<file path="src/rtl/mat_pkg.sv">
// Shared sizing and state encoding for the mat_mul result path.
package mat_pkg;
    localparam int N_ELEM = 16;
    localparam int ADDR_W = 4;
    localparam int PROD_W = 32;

    typedef enum logic [1:0] {IDLE, ISSUE, DRAIN} drain_state_t;
endpackage

</file>
<file path="src/rtl/sync_fifo_fwft.sv">
// Small synchronous first-word-fall-through FIFO; head word is visible on
// o_rdata whenever o_empty is low.
module sync_fifo_fwft #(
    parameter int WIDTH = 33,
    parameter int DEPTH = 4
) (
    input  logic                   clk,
    input  logic                   rst_n,
    input  logic                   i_push,
    input  logic [WIDTH-1:0]       i_wdata,
    input  logic                   i_pop,
    output logic [WIDTH-1:0]       o_rdata,
    output logic [$clog2(DEPTH):0] o_count,
    output logic                   o_full,
    output logic                   o_empty
);
    localparam int AW = $clog2(DEPTH);

    logic [WIDTH-1:0] r_mem [DEPTH];
    logic [AW-1:0]    r_wp, r_rp;
    logic [AW:0]      r_count;
    logic             w_wr, w_rd;

    assign o_full  = (r_count == (AW+1)'(DEPTH));
    assign o_empty = (r_count == '0);
    assign o_count = r_count;
    assign o_rdata = r_mem[r_rp];
    assign w_wr    = i_push & ~o_full;
    assign w_rd    = i_pop & ~o_empty;

    // Storage is cleared on reset so the head word reads zero out of reset.
    always_ff @(posedge clk or negedge rst_n) begin
        if (!rst_n) begin
            for (int i = 0; i < DEPTH; i++) r_mem[i] <= '0;
            r_wp    <= '0;
            r_rp    <= '0;
            r_count <= '0;
        end else begin
            if (w_wr) begin
                r_mem[r_wp] <= i_wdata;
                r_wp        <= r_wp + AW'(1);
            end
            if (w_rd) r_rp <= r_rp + AW'(1);
            case ({w_wr, w_rd})
                2'b10:   r_count <= r_count + (AW+1)'(1);
                2'b01:   r_count <= r_count - (AW+1)'(1);
                default: r_count <= r_count;
            endcase
        end
    end
endmodule

</file>
<file path="src/rtl/mat_result_drain.sv">
// Sweeps mat_mul's result port after done rises and streams the products out
// in address order; issue is credit-limited so captures never overflow.
module mat_result_drain
    import mat_pkg::*;
#(
    parameter int RD_LAT     = 1,
    parameter int FIFO_DEPTH = 4
) (
    input  logic              clk,
    input  logic              rst_n,
    input  logic              done,
    output logic [ADDR_W-1:0] address,
    input  logic [PROD_W-1:0] product,
    output logic              m_valid,
    input  logic              m_ready,
    output logic [PROD_W-1:0] m_data,
    output logic              m_last,
    output logic              busy,
    output logic              overrun
);
    localparam int CNT_W  = $clog2(N_ELEM) + 1;
    localparam int FCNT_W = $clog2(FIFO_DEPTH) + 1;

    drain_state_t      r_state, w_next;
    logic              r_done_q, r_overrun;
    logic [CNT_W-1:0]  r_issue_cnt, r_cap_cnt, w_inflight;
    logic [RD_LAT-1:0] r_vpipe;
    logic [FCNT_W-1:0] w_fcount;
    logic [PROD_W:0]   w_head;
    logic              w_full, w_empty, w_start, w_issue, w_cap, w_pop;
    logic              w_credit, w_cap_last;

    assign w_start    = done & ~r_done_q;
    assign w_cap      = r_vpipe[RD_LAT-1];
    assign w_cap_last = (r_cap_cnt == CNT_W'(N_ELEM-1));
    assign w_pop      = m_ready & ~w_empty;

    always_comb begin
        w_inflight = '0;
        for (int i = 0; i < RD_LAT; i++) w_inflight = w_inflight + CNT_W'(r_vpipe[i]);
    end

    // Words already buffered plus words still in the read pipe must fit.
    assign w_credit = (int'(w_fcount) + int'(w_inflight)) < FIFO_DEPTH;

    always_comb begin
        w_next  = r_state;
        w_issue = 1'b0;
        address = '0;
        case (r_state)
            IDLE:  if (w_start) w_next = ISSUE;
            ISSUE: begin
                address = r_issue_cnt[ADDR_W-1:0];
                if (w_credit) begin
                    w_issue = 1'b1;
                    if (r_issue_cnt == CNT_W'(N_ELEM-1)) w_next = DRAIN;
                end
            end
            DRAIN: begin
                address = ADDR_W'(N_ELEM-1);
                if (w_inflight == '0 && w_empty) w_next = IDLE;
            end
            default: w_next = IDLE;
        endcase
    end

    always_ff @(posedge clk or negedge rst_n) begin
        if (!rst_n) begin
            r_state     <= IDLE;
            r_done_q    <= 1'b0;
            r_overrun   <= 1'b0;
            r_issue_cnt <= '0;
            r_cap_cnt   <= '0;
            r_vpipe     <= '0;
        end else begin
            r_state  <= w_next;
            r_done_q <= done;
            if (w_start && r_state != IDLE) r_overrun <= 1'b1;
            if (w_issue) r_issue_cnt <= r_issue_cnt + CNT_W'(1);
            else if (r_state == DRAIN && w_next == IDLE) r_issue_cnt <= '0;
            if (w_cap) r_cap_cnt <= r_cap_cnt + CNT_W'(1);
            else if (r_state == DRAIN && w_next == IDLE) r_cap_cnt <= '0;
            r_vpipe[0] <= w_issue;
            for (int i = 1; i < RD_LAT; i++) r_vpipe[i] <= r_vpipe[i-1];
        end
    end

    always_ff @(posedge clk) begin
        if (rst_n) assert (!(w_cap && w_full));
    end

    sync_fifo_fwft #(.WIDTH(PROD_W+1), .DEPTH(FIFO_DEPTH)) u_fifo (
        .clk     (clk),
        .rst_n   (rst_n),
        .i_push  (w_cap),
        .i_wdata ({product, w_cap_last}),
        .i_pop   (w_pop),
        .o_rdata (w_head),
        .o_count (w_fcount),
        .o_full  (w_full),
        .o_empty (w_empty)
    );

    assign m_valid = ~w_empty;
    assign m_data  = w_head[PROD_W:1];
    assign m_last  = w_head[0];
    assign busy    = (r_state != IDLE);
    assign overrun = r_overrun;
endmodule

</file>
<file path="config.mk">
export PLATFORM = sky130hd
export DESIGN_NAME = mat_result_drain
export DESIGN_NICKNAME = d
export VERILOG_FILES = /design/src/rtl/mat_pkg.sv /design/src/rtl/sync_fifo_fwft.sv /design/src/rtl/mat_result_drain.sv
export SDC_FILE = /design/constraint.sdc
export NUM_CORES = 1
export LEC_CHECK = 0
export ABC_AREA = 1
export CORE_UTILIZATION = 46
export DETAILED_ROUTE_END_ITERATION = 10
export PLACE_DENSITY_LB_ADDON = 0.08
export SLEW_MARGIN = 20
export SYNTH_ARGS = -nofsm -noshare
export SYNTH_HDL_FRONTEND = slang
export SYNTH_SLANG_ARGS = --single-unit
</file>
<file path="constraint.sdc">
create_clock -name clk -period 5.3 [get_ports clk]
set_clock_uncertainty 0.2 [all_clocks]
set_input_delay 1.06 -clock clk [delete_from_list [all_inputs] [get_ports clk]]
set_output_delay 1.06 -clock clk [all_outputs]
set_load 0.01 [all_outputs]
</file>
==> Flow_metrics.wiki <==
{| class="wikitable"
! Metric !! Value
|-
| Result of the run || completed
|-
| Sequential element share of the synthesized area || 0.5002
|-
| Cell type of the slowest stage on the worst timing path || clkinv_2
|-
| Number of distinct library cells after synthesis || 27
|-
| Share of post-route cells with drive strength above 1 || 0.2688
|-
| Crit start category || flop
|-
| Num Clock Sinks || 154
|-
| Area contributors post-synth || dfrtp_1, mux2_4, o21ai_0, nor2_1, buf_12
|-
| Relative contribution of the clock network to total power || 0.215
|-
| Mapped Area || 7704 sq um
|-
| Average detailed-routed wire length per instance || 18.07 um
|-
| Core area || 16120 sq um
|-
| Count of input and output buffers || 75
|-
| Net switching share of the total power || 0.3326
|-
| Flop pwr share || 0.338
|-
| Largest stage delay, worst path || 690 ps
|-
| Switching power total || 2.050 mW
|-
| Compound-cell area share of the yosys netlist || 0.07845
|-
| Growth of design area from synthesis to finish || 17.95%
|-
| Adder-cell share of the synthesized area || 0.02371
|-
| Drt total wl || 16.41 mm
|-
| First-pass GRT wire length || 27.57 mm
|-
| Combined global-route utilization of all metal layers || 0.2043
|-
| Final period util || 0.7319
|-
| Simple-gate share of the synthesized area || 0.08397
|-
| Portion of netlist area occupied by mux cells || 0.2514
|-
| Via density || 5.323
|-
| Total leakage power || 4.116 nW
|-
| # nets final || 729
|-
| Final count of pins violating max slew || 0
|-
| List of most frequent post-synthesis cells || dfrtp_1, mux2_4, nor2_1, o21ai_0, o22ai_1
|-
| Starting utilization of the core area || 0.4780
|-
| Worst relative slew slack || 0.3835
|-
| Data arrival at the endpoint of the critical path || 2620 ps
|-
| Number of flops mapped to enable cells by yosys || 0
|-
| Sum of negative setup slack || 0 ps
|-
| Xor and xnor area share after synthesis || 0.006822
|-
| Chip Height || 131.4 um
|-
| Proportion of synthesized flip-flops having asynchronous set or reset || 1.000
|-
| FF+latch count, synth || 154
|-
| Peak ir drop on the vdd network || 0.3223 mV
|-
| Detailed Place HPWL || 9.343 mm
|-
| Hold Buf Count CTS || 0
|-
| Total power || 6.165 mW
|-
| Number of buffers added by the clock tree synthesis step || 17
|-
| Combinational family with the most area after synthesis || multiplexers
|-
| Remaining global-route overflow || 0
|-
| Library cell used as clock root buffer || clkbuf_16
|-
| Gp weighted congestion || 0.7627
|-
| Nets in the synthesized netlist || 663
|-
| Hold Fails Final Rpt || 0
|-
| Top Ports || 76
|-
| Total power divided by cell area || 678.5 nW/um^2
|-
| Kind of path behind the tightest hold check || flop to flop
|-
| Count of TritonRoute iterations in the first routing pass || 4
|-
| # diodes || 0
|-
| H-tree depth || 4
|-
| Latest clock arrival within the worst-skew pair || 420 ps
|-
| Antenna violations before repair || 0
|-
| Resized cells post-CTS || 0
|-
| Average size of a mapped cell || 12.57 sq um
|-
| Placement row count || 46
|-
| Synth warnings || 0
|-
| Critical-path maximum fanout || 67
|-
| Maximum number of pins on one net before global-route repair || 102
|-
| Slack of the critical path || 1421 ps
|-
| Overall die width || 131.4 um
|-
| Worst hold slack || 286.7 ps
|-
| Clock transition at path regs || 60 ps
|-
| Max Clk Rate || 257.8 MHz
|-
| Place WS || 1804 ps
|-
| Comb power frac || 0.448
|-
| Number of global-route vias before repair || 5125
|-
| CTS tree || yes
|-
| Buf+Inv Stages, Crit Path || 2
|-
| Number of remaining DRC errors || 0
|-
| RSZ-0062 raised after global routing || no
|-
| Largest buffer count on any clock path || 2
|-
| Most frequently used cell type in the post-synthesis netlist || dfrtp_1
|-
| Most common flop cell mapped by yosys || dfrtp_1
|-
| Crit. End Element || output port
|-
| Required time of the critical path || 4040 ps
|-
| Fraction of synthesized cell area taken by the top area cell type || 0.5002
|-
| Via count of the routed design || 4833
|-
| Max-cap violations || 0
|-
| Internal portion of total power || 4.115 mW
|-
| Remaining antenna violation count after routing || 0
|-
| Critical path, cell by cell || clkinv_2 > o21ai_0 > o22ai_1 > clkdlybuf4s50_1
|-
| Cell taking the most area after synthesis || dfrtp_1
|-
| Top Family by Delay on Critical Path || buffers and inverters
|-
| Count of final setup violators || 0
|-
| Time the final worst path needs with I/O delays and setup || 3879 ps
|-
| Worst-Margin Slew || 924.7 ps
|-
| Initial drt markers || 271
|-
| Kind of critical path || flop to output port
|-
| Die footprint || 17270 sq um
|-
| Post-layout util || 0.5638
|-
| Synthesized instance count || 613
|-
| Post-CTS Setup Bufs || 0
|}
## placed cells by master (no fill, tap or decap), types with 6 or more instances in the layout
cell and instances:
mux2_2 12, nand2_1 25, ha_1 13, mux2_4 120, nand3_1 16, o21ai_0 69, clkbuf_16 17, o22ai_1 33
dfrtp_1 153, nor2_1 77, clkinv_2 6, a21oi_1 9, clkdlybuf4s50_1 74, inv_1 26
## layer usage
| metal | wire (um) | track usage |
|---|---|---|
| met1 | 7888 | 0.2849 |
| met5 | 0 | 0 |
| met2 | 7606 | 0.3101 |
| met3 | 710 | 0.04437 |
| met4 | 204 | 0.07817 |
## area by class of cell
type	count	area [sq um]
clock buffers	19	442.9
flip-flops and latches	154	3855
multi-input cells	398	3423
fillers	1330	7029
clock inverters	13	198.9
repair buffers	80	789.5
inverters	28	106.4
well taps	216	270.3
## power groups by stage
stage / sequential, mW / combinational, mW / clock, mW
floorplan: 1.99 / 1.95 / 0
detailed placement: 2.08 / 2.77 / 0
global route: 2.14 / 3.02 / 1.40
global placement: 2.06 / 2.73 / 0
finish: 2.08 / 2.76 / 1.32
CTS: 2.08 / 2.79 / 1.35
## sequential cells by signal (all words and copies together) (netlist names)
register and cells:
r_state 2, r_issue_cnt 5, overrun 1, u_fifo.r_wp 2
r_vpipe 1, r_cap_cnt 5, u_fifo.r_rp 2, r_done_q 1
u_fifo.o_count 3, u_fifo.r_mem 132
## path summary, 6_finish.rpt
kind	startpoint	depth (start not counted)	to	slack [ps]
worst min register to register	overrun	1	overrun	290
max in group asynchronous	rst_n	2	u_fifo.r_mem[22]	3420
min in group asynchronous	rst_n	1	u_fifo.r_mem[49]	540
worst max register to register	u_fifo.o_count[1]	9	u_fifo.o_count[2]	3070
worst max-delay path	u_fifo.r_rp[0]	4	m_data[17]	1420
worst min-delay path	overrun	1	overrun	290
## per-stage QoR
stage	instance area, sq um	cells
after CTS	9085	908
after detailed placement	8443	876
after global placement	8443	876
after global routing	9086	908
after floorplan	7704	613
final	9086	908
## cell families (layout without fill, tap and decap cells)
logic type                 after synthesis  in the layout
AOI/OAI and AO/OA                      112            112
DFF                                    154            154
and+or+nand+nor                        134            134
adders and majority gates               14             14
buffers and inverters                   61            140
muxes                                  132            132
xor gates and xnor gates                 6              6
(Power assumes the default switching activity.)
